--- config.mk ---
export PLATFORM = sky130hd
export DESIGN_NAME = mem_arbiter
export DESIGN_NICKNAME = d
export VERILOG_FILES = /design/src/rtl/mem_arbiter.sv
export SDC_FILE = /design/constraint.sdc
export NUM_CORES = 1
export LEC_CHECK = 0
export BUFFER_PORTS_ARGS = -buffer_cell sky130_fd_sc_hd__buf_2
export CAP_MARGIN = 15
export CORE_UTILIZATION = 49
export CTS_BUF_LIST = sky130_fd_sc_hd__clkbuf_8
export DETAILED_ROUTE_END_ITERATION = 8
export HOLD_SLACK_MARGIN = 0.08
export PLACE_DENSITY = 0.82
export SYNTH_ARGS = -nofsm -noshare
export SYNTH_HDL_FRONTEND = slang
export SYNTH_SLANG_ARGS = --single-unit
--- constraint.sdc ---
create_clock -name clk -period 2.1 [get_ports clk]
set_input_delay 0.105 -clock clk [delete_from_list [all_inputs] [get_ports clk]]
set_output_delay 0.105 -clock clk [all_outputs]
set_load 0.02 [all_outputs]
--- src/rtl/mem_arbiter.sv ---
// rtl/mem_arbiter.sv - single-ported RAM arbiter for instruction fetch and memory stage
//
// Shares one RAM between the fetch port (read-only) and the data port (load/store).
// One transaction at a time. On a tie, the port opposite the last grant wins.
//
// Ports:
//   clk, rst              clock, synchronous active-high reset
//   if_req/if_addr        fetch request and address (held until if_ready)
//   if_rdata/if_ready     fetched word and one-cycle completion pulse
//   d_req/d_we/d_addr/d_wdata  data request (d_we=1 store, 0 load)
//   d_rdata/d_ready       load result and one-cycle completion pulse
//   ram_addr/ram_wdata/ram_we/ram_rdata  RAM side
//   stall_fetch/stall_mem request pending and not yet complete
module mem_arbiter #(
  parameter int unsigned RAM_LATENCY = 1
) (
  input  logic        clk,
  input  logic        rst,
  input  logic        if_req,
  input  logic [31:0] if_addr,
  output logic [31:0] if_rdata,
  output logic        if_ready,
  input  logic        d_req,
  input  logic        d_we,
  input  logic [31:0] d_addr,
  input  logic [31:0] d_wdata,
  output logic [31:0] d_rdata,
  output logic        d_ready,
  output logic [31:0] ram_addr,
  output logic [31:0] ram_wdata,
  output logic        ram_we,
  input  logic [31:0] ram_rdata,
  output logic        stall_fetch,
  output logic        stall_mem
);

  typedef enum logic [2:0] {IDLE, FETCH_RD, DATA_RD, DATA_WR, DONE} state_t;

  localparam logic [3:0] LAT = 4'(RAM_LATENCY);

  state_t      state_q, state_d;
  logic [3:0]  cnt_q, cnt_d;
  logic        last_grant_q, last_grant_d;   // 0 = fetch, 1 = data
  logic [31:0] ram_addr_q, ram_addr_d;
  logic [31:0] ram_wdata_q, ram_wdata_d;
  logic        ram_we_q, ram_we_d;
  logic [31:0] if_rdata_q, if_rdata_d;
  logic [31:0] d_rdata_q, d_rdata_d;
  logic        if_ready_q, if_ready_d;
  logic        d_ready_q, d_ready_d;
  logic        grant_data;

  always_ff @(posedge clk) begin
    if (rst) begin
      state_q      <= IDLE;
      cnt_q        <= 4'd0;
      last_grant_q <= 1'b0;
      ram_addr_q   <= 32'd0;
      ram_wdata_q  <= 32'd0;
      ram_we_q     <= 1'b0;
      if_rdata_q   <= 32'd0;
      d_rdata_q    <= 32'd0;
      if_ready_q   <= 1'b0;
      d_ready_q    <= 1'b0;
    end else begin
      state_q      <= state_d;
      cnt_q        <= cnt_d;
      last_grant_q <= last_grant_d;
      ram_addr_q   <= ram_addr_d;
      ram_wdata_q  <= ram_wdata_d;
      ram_we_q     <= ram_we_d;
      if_rdata_q   <= if_rdata_d;
      d_rdata_q    <= d_rdata_d;
      if_ready_q   <= if_ready_d;
      d_ready_q    <= d_ready_d;
    end
  end

  always_comb begin
    state_d      = state_q;
    cnt_d        = cnt_q;
    last_grant_d = last_grant_q;
    ram_addr_d   = ram_addr_q;
    ram_wdata_d  = ram_wdata_q;
    ram_we_d     = 1'b0;
    if_rdata_d   = if_rdata_q;
    d_rdata_d    = d_rdata_q;
    if_ready_d   = 1'b0;
    d_ready_d    = 1'b0;
    // Data wins when alone, or on a tie when fetch had the previous grant.
    grant_data   = d_req & (~if_req | ~last_grant_q);

    case (state_q)
      IDLE: begin
        if (if_req | d_req) begin
          last_grant_d = grant_data;
          cnt_d        = 4'd0;
          if (grant_data) begin
            ram_addr_d = d_addr;
            if (d_we) begin
              ram_wdata_d = d_wdata;
              ram_we_d    = 1'b1;
              state_d     = DATA_WR;
            end else begin
              state_d = DATA_RD;
            end
          end else begin
            ram_addr_d = if_addr;
            state_d    = FETCH_RD;
          end
        end
      end
      FETCH_RD, DATA_RD: begin
        // Counter is 0 in the first wait cycle, so it reaches LAT exactly
        // when the RAM output becomes valid.
        if (cnt_q == LAT) begin
          if (state_q == FETCH_RD) begin
            if_rdata_d = ram_rdata;
            if_ready_d = 1'b1;
          end else begin
            d_rdata_d = ram_rdata;
            d_ready_d = 1'b1;
          end
          state_d = DONE;
        end else begin
          cnt_d = cnt_q + 4'd1;
        end
      end
      DATA_WR: begin
        d_ready_d = 1'b1;
        state_d   = DONE;
      end
      DONE: begin
        state_d = IDLE;
      end
      default: begin
        state_d = IDLE;
      end
    endcase
  end

  assign ram_addr    = ram_addr_q;
  assign ram_wdata   = ram_wdata_q;
  assign ram_we      = ram_we_q;
  assign if_rdata    = if_rdata_q;
  assign d_rdata     = d_rdata_q;
  assign if_ready    = if_ready_q;
  assign d_ready     = d_ready_q;
  assign stall_fetch = if_req & ~if_ready_q;
  assign stall_mem   = d_req & ~d_ready_q;

endmodule

* Word-level counts from Yosys, hierarchy flattened *
Cells that the tools add are included.

word-level totals
  bits in registers = 139
  bits in latches = 0
  bits in writable memories = 0
  memory bits (read-only) = 0
  bits of input ports = 133
  output and inout bits = 133
  memories = 0

cells by class
  add/sub/neg operators = 1
  multipliers = 0
  divide/modulo/power cells = 0
  $lt $le $gt $ge = 0
  eq/ne operators = 7
  shift operators = 0
  muxes and demuxes = 14
  bitwise gates (word level) = 15
  reduce and logical (&&, ||, !) cells = 11

operators by type and width
  cell                                                              count
  32-bit two-way mux                                                1
  1-bit inverter                                                    10
  3-bit two-way mux                                                 3
  3-bit case mux with 3 select lines                                1
  3-bit AND reduction                                               3
  4-bit two-way mux                                                 2
  4-bit case mux with 2 select lines                                1
  3-bit by 2-bit == test with 1-bit output (second input constant)  2
  2-bit inequality test (second input constant)                     3
  1-bit two-way mux                                                 5
  4-bit by 1-bit adder with 4-bit output (second input constant)    1
  4-bit by 1-bit == test with 1-bit output (second input constant)  1
  2-bit AND reduction                                               2
  4-bit AND reduction                                               1
  4-bit OR reduction                                                1
  1-bit AND                                                         3
  3-bit by 1-bit == test with 1-bit output (second input constant)  1
  3-bit logical NOT                                                 1
  3-bit OR reduction                                                1
  1-bit bitwise OR                                                  2
  1-bit case mux with 2 select lines                                1
  2-bit nonzero test                                                1
  2-bit OR reduction                                                1

* Logic depth before layout (Yosys ltp) *
Gate-level depths: netlist of run 1.

  depth in word-level cells = 6
  mapped depth = 7
  mapped depth without buffers = 5

* Worst setup path after synthesis of run 1 *
OpenSTA, ideal clock, no wires.

  kind = reg2reg
  start point = register cnt_q[0]
  end point = register if_rdata_q[10], in the netlist if_rdata[10]
  arrival time = 1440 ps
  setup slack = 528 ps
  stages on the path, launching flop included = 7
  cells stage by stage = dfxtp_1 ha_1 or3b_1 buf_2 clkbuf_1 o21ai_0 a21oi_1

between the ends
  longest elaborated chain between the ends = 2

ends and longest elaborated chain
  element                                   RTL line  source
  start, declared                           42        logic [3:0] cnt_q, cnt_d;
  start signal, assigned                    67        cnt_q <= cnt_d;
  4-bit by 1-bit == test with 1-bit output  116       if (cnt_q == LAT) begin
  3-bit AND reduction (no line)             -
  end signal, assigned                      72        if_rdata_q <= if_rdata_d;
  end, declared                             47        logic [31:0] if_rdata_q, if_rdata_d;

Every way passes these cells.
A chain may end at the register's enable or synchronous reset.

* Worst setup path after layout of run 1 *
  start point = register cnt_q[0]
  end point = register d_rdata_q[6], in the netlist d_rdata[6]

between the ends
  longest elaborated chain between the ends = 2

ends and longest elaborated chain
  element                                   RTL line  source
  4-bit by 1-bit == test with 1-bit output  116
  3-bit AND reduction (no line)             -
  end signal, assigned                      73        d_rdata_q <= d_rdata_d;
  end, declared                             48        logic [31:0] d_rdata_q, d_rdata_d;

Every way passes these cells.

==> results of run 1 <==
final cells by class:
type	instances	share of cell area
Timing Repair Buffer	425	0.317
Multi-Input combinational cell	438	0.307
Sequential cell	139	0.304
Clock buffer	18	0.0270
Tap cell	168	0.0230
Inverter	36	0.0148
Clock inverter	8	0.00669
stage by stage:
step / hold WS, ps / worst slack (ps) / area (um^2) / total power, mW / utilization
floorplan: 221 / 528 / 6130 / 5.17 / -
global placement: 324 / 342 / 7540 / 5.95 / 0.622
detailed placement: 330 / 305 / 7540 / 5.98 / 0.622
CTS: 302 / 251 / 9160 / 7.96 / 0.756
global route: 329 / 126 / 9160 / 8.45 / 0.756
finish: 327 / 245 / 9160 / 8.09 / 0.756
registers in the layout, summed over array words and instances, names as in the netlist, 3 cells and up:
name	cells
ram_addr	32
state_q	3
cnt_q	4
if_rdata	32
ram_wdata	32
d_rdata	32
worst max-delay path by stage:
stage | slack [ps] | startpoint | to
floorplan | 530 | cnt_q[0] | if_rdata[10]
detailed placement | 310 | cnt_q[0] | if_rdata[8]
CTS | 250 | cnt_q[0] | if_rdata[8]
finish | 250 | cnt_q[0] | d_rdata[6]
global route | 130 | cnt_q[0] | if_rdata[17]
global placement | 340 | state_q[0] | ram_wdata[0]
per-layer routing:
layer | global-route usage | wire (um) | vias up
met5 | 0 | 0 | -
li1 | - | - | 3258
met4 | 0.227 | 1220 | 0
met2 | 0.582 | 11000 | 486
met1 | 0.396 | 8510 | 3346
met3 | 0.0935 | 2030 | 110
placed cells by master (no fill, tap or decap), types with 2 or more instances in the layout:
cell type,count
a31o_2,29
dlygate4sd3_1,131
clkinv_2,4
o21ai_2,2
clkbuf_8,18
o21ai_1,28
nand4b_1,2
and2_1,2
o41ai_2,2
o21ai_0,35
inv_1,38
buf_2,264
nand3_1,65
a311oi_1,45
nor3b_4,2
ha_1,2
nor2b_1,2
nand2_1,66
buf_12,4
buf_4,26
a311oi_2,20
dfxtp_1,139
a21oi_1,99
a31o_1,3
nor2_1,5
timing repair:
| action | in CTS | in global routing |
|---|---|---|
| hold endpoints to repair | 132 | 0 |
| hold buffers | 131 | 0 |
| setup buffers | 0 | 0 |
kinds of logic (layout without fill, tap and decap cells):
kind of cell	after synthesis	count (layout)	synth area share
compound gates	270	270	0.310
simple gates	164	164	0.137
flops	139	139	0.454
buf+inv	117	487	0.0911
fa+ha+maj	2	2	0.00408
xor+xnor	2	2	0.00409
where the power goes:
group          leakage, nW  internal, mW  switching, mW  total [mW]
registers             1.13          2.95          0.202        3.15
logic                 2.65          1.11           1.99        3.10
clock network        0.175         0.904          0.930        1.83
total                 3.96          4.97           3.12        8.09
critical path: stages (launching register included):
cell and delay, ps:
dfxtp_1 410, ha_1 230, or4b_4 690, o21ai_1 250, a21oi_1 120
==> flow_summary.toml, run 1 <==
[grt]
grt_max_degree = 44
first_global_vias = 7011
grt_pass1_wl_um = 35300
overflow = 0
antenna_found_initial = 0
grt_usage = 0.349

[cells_and_area]
drive_gt1_frac = 0.362
diodes = 0
area_growth_pct = 49.5
multi_input_area_um2 = 2810
fillers = 849
final_cells = 1232
nNetsFinal = 1192
final-seq-area_um2 = 2780

[timing]
setup_viol = 0
slew_headroom = 0.606
rsz0062_at_grt = "no"
skew_ps = 12.1
fin_crit_ps = 1850
max_freq_mhz = 539
tns_ps = 0
min_period_over_period = 0.883
final_max_slew_viol_count = 0
worstMarginPinSlew_ps = 591
hold_viol = 0

[worst_setup_path]
r2r-end = "d_rdata[6]"
cp.required_ps = 2400
endpoint_kind = "flip-flop"
cp-start-kind = "flip-flop"
worstReg2RegStart = "cnt_q[0]"
critical_path_class = "reg2reg"
r2r_slack_ps = 250
r2r_cells = 4
arrival_ps = 2150
cp_max_fo = 32

[logic_synthesis]
synth_top_cell_by_area = "dfxtp_1"
ys_types = 53
yosys-top-cells-count = "dfxtp_1 (139), a21oi_1 (99), nand2_1 (66), nand3_1 (65), a311oi_1 (45)"
synth_area_per_cell_um2 = 8.83
synth-seq-cells = 139
synth_area_um2 = 6130
synth_fp_nets = 829
ys_async_sr_fraction = 0
yosysMostFrequentCell = "dfxtp_1"
synth_area_leaders = "dfxtp_1 (45%), a21oi_1 (8.1%), a311oi_1 (6.4%)"
ys_warn_count = 0
synthCells = 694
netlist.area_leader.share = 0.454
synth_enable_flop_cells = 0
yosysSeqAreaShare = 0.454
synth-main-ff-cell = "dfxtp_1"

[routing]
drtAntennaViolNets = 0
drt_iter0_markers = 690
wl_per_cell_um = 18.4
via_count = 7200
avgViaCountPerCell = 5.84
drcViolationCount = 0
routed_wl_um = 22700
first_pass_iters = 5

[pwr]
ir_drop_mv = 0.594
powerDensity_nw_per_um2 = 883
p_leak_nw = 3.96

[min_path]
hp-start = "d_we"
holdPathEnd = "ram_wdata[1]"
hp-class = "in2reg"
whs_path_depth = 3

[floorplanning]
coreArea_um2 = 12100
die_x_um = 114
die_h_um = 114
io_pins = 266
core.rowCount = 40
dieArea_um2 = 13000
start_util = 0.506

[clock_tree]
cts_max_level = 4
clock_tree.root_cell = "clkbuf_8"
clkSlewWorstSetupHoldPaths_ps = 70
clock_sinks = 139
clk_path_buf_depth = 2
cts_tree = "done"
clkLatencyLatePin_ps = 440
cts_resized = 0
cts_made_buffers = 17

[run]
maxCapViolCount = 0

[placed_design]
post-dp-hpwl_um = 12300
dp_cells = 1075
portBuffers = 265
gp_congestion = 0.804

[outcome]
status = "completed"
Power figures use the tool's default switching activity.
==> run 2: changes to the inputs <==
==> config.mk (replaced) <==
export PLATFORM = sky130hd
export DESIGN_NAME = mem_arbiter
export DESIGN_NICKNAME = d
export VERILOG_FILES = /design/src/rtl/mem_arbiter.sv
export SDC_FILE = /design/constraint.sdc
export NUM_CORES = 1
export LEC_CHECK = 0
export CAP_MARGIN = 15
export CELL_PAD_IN_SITES_DETAIL_PLACEMENT = 1
export CELL_PAD_IN_SITES_GLOBAL_PLACEMENT = 1
export CORE_UTILIZATION = 47
export CTS_BUF_LIST = sky130_fd_sc_hd__clkbuf_8
export DETAILED_ROUTE_END_ITERATION = 8
export DONT_BUFFER_PORTS = 1
export HOLD_SLACK_MARGIN = 0.08
export PLACE_DENSITY_LB_ADDON = 0.1
export SYNTH_ARGS = -nofsm -noshare
export SYNTH_HDL_FRONTEND = slang
export SYNTH_SLANG_ARGS = --single-unit
==> constraint.sdc (replaced) <==
create_clock -name clk -period 1.8 [get_ports clk]
set_input_delay 0.09 -clock clk [delete_from_list [all_inputs] [get_ports clk]]
set_output_delay 0.09 -clock clk [all_outputs]
set_load 0.02 [all_outputs]
==> run 2 against run 1 <==
Compared with the run above:
- die area up 4.2%
- first-iteration DRC count shrank 59%
- via count down 26%
- clock power rose by 41%
- worst hold slack got worse by 590 ps
- clock skew is 1.3 ps lower
- highest routed layer unchanged
- design area decreased by 24%
- critical path depth is 1 lower
- fmax grew 9.0%
- the flow now finishes with violations (hold timing)
- total power rose by 14%
==> flow_summary.toml, run 2 (synthesis gave the netlist of run 1 again) <==
[outcome]
status = "finished with violations"
violations = "hold timing"

[timing]
worstMarginPinSlew_ps = 676
max_freq_mhz = 587
whs_ps = -265
rsz0062_at_grt = "no"
setup_viol = 0
skew_ps = 10.8
fin_ws_ps = 97.7
slew_headroom = 0.549
tns_ps = 0
final_max_slew_viol_count = 0
hold_viol = 110
min_period_over_period = 0.946
fin_crit_ps = 1700

[pwr]
ir_drop_mv = 0.588
p_leak_nw = 2.37
powerDensity_nw_per_um2 = 1320
power.total_mw = 9.22

[worst_setup_path]
endpoint_kind = "flip-flop"
cp.required_ps = 2130
r2r-end = "if_rdata[14]"
r2r_cells = 3
worstReg2RegStart = "state_q[0]"
path_cells = "or3b_2, o21ai_0, a21oi_1"
cp-start-kind = "flip-flop"
arrival_ps = 2030
critical_path_class = "reg2reg"
cp_top_family = "simple AND/OR/NAND/NOR gates"
critPathSlowestCell = "or3b_2"
slowest_delay_ps = 770
worstSetupEndpoint = "if_rdata[14]"
cp.buffers_inverters = 0
cp.depth = 3
cp_max_fo = 33
r2r_slack_ps = 100
startpoint = "state_q[0]"

[min_path]
hp-class = "in2reg"

[grt]
overflow = 0
met1_usage = 0.296
use_met2 = 0.466
grt_max_degree = 140
busiest_layer = "met2"
grt_util_met3 = 0.106
antenna_found_initial = 0
grt_pass1_wl_um = 28000
grt_usage = 0.269
first_global_vias = 5496

[clock_tree]
cts_made_buffers = 17
cts_max_level = 4
clkLatencyLatePin_ps = 440
clock_tree.root_cell = "clkbuf_8"
post_cts_buffers = 0
cts_tree = "done"
clock_sinks = 139
clkSlewWorstSetupHoldPaths_ps = 70
clk_path_buf_depth = 2

[placed_design]
dpl_worst_slack_ps = 14.4
post-dp-hpwl_um = 12000
dpl_cell_area_um2 = 6210
dp_cells = 813
portBuffers = 0
gp_congestion = 0.766

[floorplanning]
coreArea_um2 = 12700
die_h_um = 116
io_pins = 266
core.rowCount = 41
die_x_um = 116
dieArea_um2 = 13500
start_util = 0.484

[routing]
via_count = 5338
drt_iter0_markers = 283
routed_wl_um = 19000
wl_per_cell_um = 21.6
drtAntennaViolNets = 0
avgViaCountPerCell = 6.07
drcViolationCount = 0
first_pass_iters = 4

[cells_and_area]
fin_area_um2 = 6980
diodes = 0
final_common_cell = "dfxtp_1"
nNetsFinal = 830
area_growth_pct = 14.0
final_cell_mix = "dfxtp_1 (139), a21oi_1 (99), nand2_1 (66)"
final_cells = 879
finish.utilization = 0.551
drive_gt1_frac = 0.180

[run]
maxCapViolCount = 0
==> run 2: where the power goes <==
part / leakage [nW] / switching [mW] / internal [mW]
logic: 1.02 / 1.61 / 0.902
registers: 1.13 / 0.689 / 3.44
clock network: 0.220 / 1.14 / 1.43
total: 2.37 / 3.45 / 5.78
==> run 2: worst min path at each step <==
stage | from | depth (start not counted) | slack, ps | end
final | rst | 1 | -260 | ram_addr[1]
after global routing | rst | 1 | -320 | ram_addr[10]
after CTS | rst | 1 | -320 | ram_addr[4]
after floorplan | if_req | 1 | 210 | last_grant_q
after detailed placement | rst | 1 | 170 | ram_addr[4]
after global placement | rst | 1 | 180 | ram_addr[6]
==> run 2: area by class of cell <==
| cell class | instances | area [um^2] |
|---|---|---|
| Multi-Input combinational cell | 439 | 2830 |
| Clock inverter | 8 | 91.3 |
| Clock buffer | 23 | 317 |
| Fill cell | 1460 | 5690 |
| Sequential cell | 139 | 2780 |
| Tap cell | 172 | 215 |
| Inverter | 36 | 135 |
| Timing Repair Buffer | 62 | 614 |
==> run 2: worst reg2reg max path, cell delays in order (launching register included) <==
cell and delay, ps:
dfxtp_1 440, or3b_2 770, o21ai_0 290, a21oi_1 90
==> run 2: what timing repair did <==
item,in CTS,in global routing
cloned,0,1
resized for setup,1,10
endpoints found under the hold margin,138,138
setup endpoints to repair,1,38
hold buffers,33,1
==> run 2: metal layers <==
layer  up-vias  share of wire
met2       204           0.50
met4         0          0.016
met3        28          0.087
met5         -              0
met1      2577           0.39
li1       2529              -
